[src/rtl/game_controller.sv]
// Frame-rate sequencer for the road-crossing game: moves the four car lanes once per frame,
// scans them against the player, and tracks lives, level and the game state.
module game_controller #(
    parameter int H_DISPLAY     = 640,
    parameter int V_DISPLAY     = 480,
    parameter int CAR_WIDTH     = 40,
    parameter int CAR_HEIGHT    = 30,
    parameter int PLAYER_WIDTH  = 20,
    parameter int PLAYER_HEIGHT = 20,
    parameter int CAR_Y1        = 100,
    parameter int CAR_Y2        = 160,
    parameter int CAR_Y3        = 220,
    parameter int CAR_Y4        = 280,
    parameter int GOAL_Y        = 40,
    parameter int LIVES_INIT    = 3,
    parameter int HIT_FRAMES    = 60
) (
    input  logic       CLK,
    input  logic       RST_N,
    input  logic [9:0] h_count,
    input  logic [9:0] v_count,
    input  logic [9:0] player_x,
    input  logic [9:0] player_y,
    input  logic       start,
    output logic [9:0] car_x1,
    output logic [9:0] car_x2,
    output logic [9:0] car_x3,
    output logic [9:0] car_x4,
    output logic [1:0] game_state,
    output logic [1:0] lives,
    output logic [2:0] level,
    output logic       player_reset,
    output logic       frame_tick
);

    localparam int CW = $clog2(HIT_FRAMES + 1);
    localparam logic [9:0] INIT_X1 = 10'd0;
    localparam logic [9:0] INIT_X2 = 10'(H_DISPLAY / 4);
    localparam logic [9:0] INIT_X3 = 10'(H_DISPLAY / 2);
    localparam logic [9:0] INIT_X4 = 10'((H_DISPLAY / 4) * 3);

    typedef enum logic [1:0] {
        S_IDLE = 2'd0,
        S_PLAY = 2'd1,
        S_HIT  = 2'd2,
        S_OVER = 2'd3
    } state_t;

    typedef enum logic [2:0] {
        P_IDLE,
        P_WAIT,
        P_SCAN1,
        P_SCAN2,
        P_SCAN3,
        P_SCAN4,
        P_DECIDE
    } phase_t;

    state_t        r_state, w_state_next;
    phase_t        r_phase, w_phase_next;
    logic [9:0]    r_car_x1, r_car_x2, r_car_x3, r_car_x4;
    logic [1:0]    r_lives, w_lives_next;
    logic [2:0]    r_level, w_level_next;
    logic          r_player_reset, w_player_reset_next;
    logic          r_frame_tick;
    logic          r_hit, w_hit_next;
    logic [CW-1:0] r_hit_cnt, w_hit_cnt_next;
    logic          w_tick, w_move, w_load_init, w_overlap;
    logic [10:0]   w_speed_odd, w_speed_even, w_scan_y;
    logic [9:0]    w_scan_car;

    function automatic logic [9:0] moveRight(input logic [9:0] x, input logic [10:0] s);
        logic [10:0] sum;
        sum = {1'b0, x} + s;
        if (sum >= 11'(H_DISPLAY))
            return 10'(sum - 11'(H_DISPLAY));
        return 10'(sum);
    endfunction

    function automatic logic [9:0] moveLeft(input logic [9:0] x, input logic [10:0] s);
        if ({1'b0, x} < s)
            return 10'({1'b0, x} + 11'(H_DISPLAY) - s);
        return 10'({1'b0, x} - s);
    endfunction

    assign w_tick       = (h_count == 10'd0) && (v_count == 10'(V_DISPLAY));
    assign w_move       = w_tick && (r_state == S_PLAY);
    assign w_speed_odd  = 11'(r_level) + 11'd1;
    assign w_speed_even = 11'(r_level) + 11'd2;

    // Each scan cycle looks at one lane; the player position is sampled live.
    always_comb begin
        w_scan_car = r_car_x1;
        w_scan_y   = 11'(CAR_Y1);
        case (r_phase)
            P_SCAN2: begin w_scan_car = r_car_x2; w_scan_y = 11'(CAR_Y2); end
            P_SCAN3: begin w_scan_car = r_car_x3; w_scan_y = 11'(CAR_Y3); end
            P_SCAN4: begin w_scan_car = r_car_x4; w_scan_y = 11'(CAR_Y4); end
            default: ;
        endcase
    end

    assign w_overlap = ({1'b0, player_x} < {1'b0, w_scan_car} + 11'(CAR_WIDTH)) &&
                       ({1'b0, w_scan_car} < {1'b0, player_x} + 11'(PLAYER_WIDTH)) &&
                       ({1'b0, player_y} < w_scan_y + 11'(CAR_HEIGHT)) &&
                       (w_scan_y < {1'b0, player_y} + 11'(PLAYER_HEIGHT));

    always_comb begin
        w_state_next        = r_state;
        w_phase_next        = r_phase;
        w_lives_next        = r_lives;
        w_level_next        = r_level;
        w_player_reset_next = 1'b0;
        w_hit_next          = r_hit;
        w_hit_cnt_next      = r_hit_cnt;
        w_load_init         = 1'b0;

        case (r_state)
            S_IDLE: if (start) w_state_next = S_PLAY;
            S_HIT: begin
                if (w_tick) begin
                    if (r_hit_cnt == CW'(HIT_FRAMES - 1)) begin
                        w_state_next        = S_PLAY;
                        w_player_reset_next = 1'b1;
                        w_hit_cnt_next      = '0;
                    end else begin
                        w_hit_cnt_next = r_hit_cnt + CW'(1);
                    end
                end
            end
            S_OVER: begin
                if (start) begin
                    w_load_init         = 1'b1;
                    w_lives_next        = 2'(LIVES_INIT);
                    w_level_next        = 3'd0;
                    w_player_reset_next = 1'b1;
                    w_state_next        = S_PLAY;
                end
            end
            default: ;
        endcase

        // The scan waits one cycle so it sees the freshly moved cars.
        case (r_phase)
            P_IDLE:  if (w_move) w_phase_next = P_WAIT;
            P_WAIT:  w_phase_next = P_SCAN1;
            P_SCAN1: begin w_hit_next = r_hit | w_overlap; w_phase_next = P_SCAN2; end
            P_SCAN2: begin w_hit_next = r_hit | w_overlap; w_phase_next = P_SCAN3; end
            P_SCAN3: begin w_hit_next = r_hit | w_overlap; w_phase_next = P_SCAN4; end
            P_SCAN4: begin w_hit_next = r_hit | w_overlap; w_phase_next = P_DECIDE; end
            P_DECIDE: begin
                w_phase_next = P_IDLE;
                w_hit_next   = 1'b0;
                if (r_hit) begin
                    if (r_lives == 2'd1) begin
                        w_lives_next = 2'd0;
                        w_state_next = S_OVER;
                    end else if (r_lives > 2'd1) begin
                        w_lives_next   = r_lives - 2'd1;
                        w_state_next   = S_HIT;
                        w_hit_cnt_next = '0;
                    end
                end else if (player_y < 10'(GOAL_Y)) begin
                    if (r_level != 3'd7)
                        w_level_next = r_level + 3'd1;
                    w_player_reset_next = 1'b1;
                end
            end
            default: w_phase_next = P_IDLE;
        endcase
    end

    always_ff @(posedge CLK or negedge RST_N) begin
        if (!RST_N) begin
            r_state        <= S_IDLE;
            r_phase        <= P_IDLE;
            r_car_x1       <= INIT_X1;
            r_car_x2       <= INIT_X2;
            r_car_x3       <= INIT_X3;
            r_car_x4       <= INIT_X4;
            r_lives        <= 2'(LIVES_INIT);
            r_level        <= 3'd0;
            r_player_reset <= 1'b0;
            r_frame_tick   <= 1'b0;
            r_hit          <= 1'b0;
            r_hit_cnt      <= '0;
        end else begin
            r_state        <= w_state_next;
            r_phase        <= w_phase_next;
            r_lives        <= w_lives_next;
            r_level        <= w_level_next;
            r_player_reset <= w_player_reset_next;
            r_frame_tick   <= w_tick;
            r_hit          <= w_hit_next;
            r_hit_cnt      <= w_hit_cnt_next;
            if (w_load_init) begin
                r_car_x1 <= INIT_X1;
                r_car_x2 <= INIT_X2;
                r_car_x3 <= INIT_X3;
                r_car_x4 <= INIT_X4;
            end else if (w_move) begin
                r_car_x1 <= moveRight(r_car_x1, w_speed_odd);
                r_car_x2 <= moveLeft(r_car_x2, w_speed_even);
                r_car_x3 <= moveRight(r_car_x3, w_speed_odd);
                r_car_x4 <= moveLeft(r_car_x4, w_speed_even);
            end
        end
    end

    assign car_x1       = r_car_x1;
    assign car_x2       = r_car_x2;
    assign car_x3       = r_car_x3;
    assign car_x4       = r_car_x4;
    assign game_state   = r_state;
    assign lives        = r_lives;
    assign level        = r_level;
    assign player_reset = r_player_reset;
    assign frame_tick   = r_frame_tick;

endmodule

[config.mk]
export PLATFORM = sky130hd
export DESIGN_NAME = game_controller
export DESIGN_NICKNAME = d
export VERILOG_FILES = /design/src/rtl/game_controller.sv
export SDC_FILE = /design/constraint.sdc
export NUM_CORES = 1
export LEC_CHECK = 0
export ABC_AREA = 1
export CORE_AREA = 10 10 145 147
export DETAILED_ROUTE_END_ITERATION = 8
export DIE_AREA = 0 0 155 157
export GPL_ROUTABILITY_DRIVEN = 0
export GPL_TIMING_DRIVEN = 0
export SETUP_SLACK_MARGIN = 0.02
export SYNTH_ARGS = -nofsm -noshare
export SYNTH_HDL_FRONTEND = slang
export SYNTH_SLANG_ARGS = --single-unit
[constraint.sdc]
create_clock -name CLK -period 6.9 [get_ports CLK]
set_clock_uncertainty 0.15 [all_clocks]
set_input_delay 2.07 -clock CLK [delete_from_list [all_inputs] [get_ports CLK]]
set_output_delay 2.07 -clock CLK [all_outputs]
set_load 0.1 [all_outputs]
==> impl_summary.log <==
INFO  metric post_synth_instance_area = 6250 µm²
INFO  metric hold_path.class = reg2reg
INFO  metric worstRegToRegCells = 16
INFO  metric first_pass_iters = 5
INFO  metric postRouteWirelength = about 18000 µm
INFO  metric hold_viol_final = 0
INFO  metric average_instance_area_after_synthesis = a little over 7 µm²
INFO  metric portBuffers = 91
INFO  metric cts.repair_timing.setup_buffer_count = 0
INFO  metric holdBufCountCts = 0
INFO  metric io_pins = 92
INFO  metric hold_start = lives[0]
INFO  metric fp.dieArea = between 20000 and 25000 µm²
INFO  metric finish.net_count = 1112
INFO  metric cts_tree = done
INFO  metric remaining_drc_errors = 0
INFO  metric grt_start_max_net_pins = 60
INFO  metric tightest_slew = 1.02 ns
INFO  metric ctsHtreeMaxLevel = 3
INFO  metric cts_root_buffer = clkbuf_16
INFO  metric cp_max_fo = 10
INFO  metric clk_latency = 0.34 ns
INFO  metric cts.reportedPaths.clkPinSlew = 0.06 ns
INFO  metric final.period_utilization = roughly two thirds
INFO  metric synthesis.instances = 870
INFO  metric ys.warnings.count = 0
INFO  metric synthDominantAreaCellType = dfrtp_1
INFO  metric ys_types = 54
INFO  metric pwr_density_cell = 423 nW/µm²
INFO  metric synth.top_cell.area_share = 19.6%
INFO  metric outcome = finished, final reports clean
INFO  metric setup.reg_to_reg.worst_slack = between 3 and 4 ns
INFO  metric synth_enable_flop_cells = 0
INFO  metric post_drt_wl_per_cell = 15.1 µm
INFO  metric cts_buffer_depth = 2
INFO  metric reg2reg_to = car_x1[7]
INFO  metric crit_path_start_kind = input port
INFO  metric core_region_area = ~18000 µm²
INFO  metric share_comb_of_total_power = between 60% and 70%
INFO  metric setup_viol_count_final = 0
INFO  metric achievable-frequency = roughly 220 MHz
INFO  metric grt_pass1_wl = 29500 µm
INFO  metric crit_end = car_x4[2]
INFO  metric switching_part_of_the_total = roughly 55%
INFO  metric cp.arrival = about 4.7 ns
INFO  metric synth.cells.most_frequent = nand2_1 (173), inv_1 (144), ha_1 (87), nor2_1 (73), nand3_1 (62)
INFO  metric start_util = approximately a third
INFO  metric timing.max_cap.violations = 0
INFO  metric route.antenna.remaining_nets = 0
INFO  metric num_rows = 50
INFO  metric p_switching = 1.80 mW
INFO  metric detail_route.iter0.violations = 321
INFO  metric synthMostInstantiatedCell = nand2_1
INFO  metric required = 7.01 ns
INFO  metric diodes = 0
INFO  metric top_cells_by_area_in_the_synthesized_netlist = dfrtp_1 (20%), ha_1 (17%), nand2_1 (10%)
INFO  metric ys.flop_type = dfrtp_1
INFO  metric unrepaired_setup_endpoints_after_global_routing = false
INFO  metric chipWidth = around 160 µm
INFO  metric cts_bufs_inserted = 9
INFO  metric drive_above_1_share = under 10%
INFO  metric endpoint_kind = flop
INFO  metric dp.final_hpwl = 14800 µm
INFO  metric timing.setup.tns = 0 ns
INFO  metric global_route.usage.total = 14.9%
INFO  metric grt_overflow_total = 0
INFO  metric synth_nets = 1010
INFO  metric sequential_to_total_area_share_from_yosys_stat = between 20% and 30%
INFO  metric clkSinkCount = 59
INFO  metric p_leak = around 3.7 nW
INFO  metric internal-power = between 1 and 1.5 mW
INFO  metric timing.critical_path.from = h_count[5]
INFO  metric vdd_ir_drop_max = 0.289 mV
INFO  metric antenna_found_initial = 0
INFO  metric post_layout_min_period = 4.54 ns
INFO  metric crit_type = in2reg
INFO  metric power_frac_clock = 14.7%
INFO  metric maxSlewViolCount = 0
INFO  metric share_seq_of_total_power = 17.9%
INFO  metric first_global_vias = 5810
INFO  metric timing.rr.start = level[0]
INFO  metric vias = 5998
INFO  metric postCtsResizedCells = 0
INFO  metric areaGrowthSynthToFinish = 24.2%
INFO  metric die_y = about 160 µm
INFO  metric synth.ff_latch_count = 59
INFO  metric final_util = 42.4%
INFO  metric relSlewSlack = 31.9%
INFO  metric avgViaCountPerCell = around 5.0
INFO  metric synthArstFlopShare = 100%
[kinds of logic after synthesis]
group	count (synthesis)	share of synthesized area, %
buf+inv	158	9.95
compound gates	154	14.8
other cells	1	0.0600
fa+ha+maj	97	20.6
simple gates	360	25.0
xor+xnor	41	5.74
flops	59	23.8
[placed cells by master, fill, tap and decap left out, types with 20 or more instances in the layout]
master,Yosys,layout
a21oi_1,45,45
clkdlybuf4s50_1,0,90
dfrtp_1,49,49
ha_1,87,87
inv_1,144,144
nand2_1,173,173
nand3_1,62,62
nor2_1,73,73
o21ai_0,49,49
o22ai_1,20,20
xor2_1,30,30
[power by group through the flow]
stage | clock network [mW] | registers (mW) | logic [mW]
after global placement | 0 | 0.590 | 2.20
after CTS | 0.493 | 0.585 | 2.23
after floorplan | 0 | 1.14 | 1.15
after global routing | 0.502 | 0.604 | 2.46
after detailed placement | 0 | 0.589 | 2.22
final | 0.482 | 0.587 | 2.22
[critical path, stage by stage]
cell             delay, ns
clkdlybuf4s50_1       0.39
nor4_1                0.34
and3_1                0.33
nand3_1               0.32
inv_1                 0.33
buf_1                 0.57
nand3_1               0.16
o21ai_0               0.11
[routing by layer]
metal	up-vias	share of wire [%]	track usage [%]
li1	3073	-	-
met1	2783	47	19.3
met2	125	46	24.3
met3	17	4.9	3.66
met4	0	1.4	3.73
met5	-	0	0
[sequential cells by signal (all words and copies together), names as in the netlist]
| name | flops |
|---|---|
| player_reset | 1 |
| r_hit | 1 |
| level | 3 |
| car_x2 | 10 |
| r_phase | 3 |
| car_x1 | 10 |
| car_x4 | 10 |
| lives | 2 |
| game_state | 2 |
| frame_tick | 1 |
| r_hit_cnt | 6 |
| car_x3 | 10 |
[metrics by stage]
stage          instances  hold slack [ns]  setup WS (ns)  instance area [µm²]  total power [mW]
3_3_place_gp        1195            0.365           1.39                 7460              2.79
3_5_place_dp        1195            0.366           1.99                 7450              2.81
5_1_grt             1211            0.410           2.08                 7760              3.57
6_report            1211            0.374           2.36                 7760              3.28
2_1_floorplan        870            0.355           2.99                 6250              2.29
4_1_cts             1211            0.374           2.35                 7760              3.31
[layout make-up]
class                      count  area, µm²
fill                        1921      10600
clock inverter                 5       77.6
buffer                         8       53.8
clock buffer                  11        233
sequential                    59       1490
multi-input combinational    653       4140
inverter                     150        568
tap                          234        293
timing repair buffer          91        908
[worst min path at each step]
stage	endpoint	slack [ns]	cells after the start
final	lives[1]	0.37	2
after global routing	lives[1]	0.41	2
after global placement	lives[1]	0.36	2
after floorplan	r_hit_cnt[5]	0.35	2
after detailed placement	lives[1]	0.37	2
after CTS	lives[1]	0.37	2
Note: power is estimated with default switching activity, not from simulation.
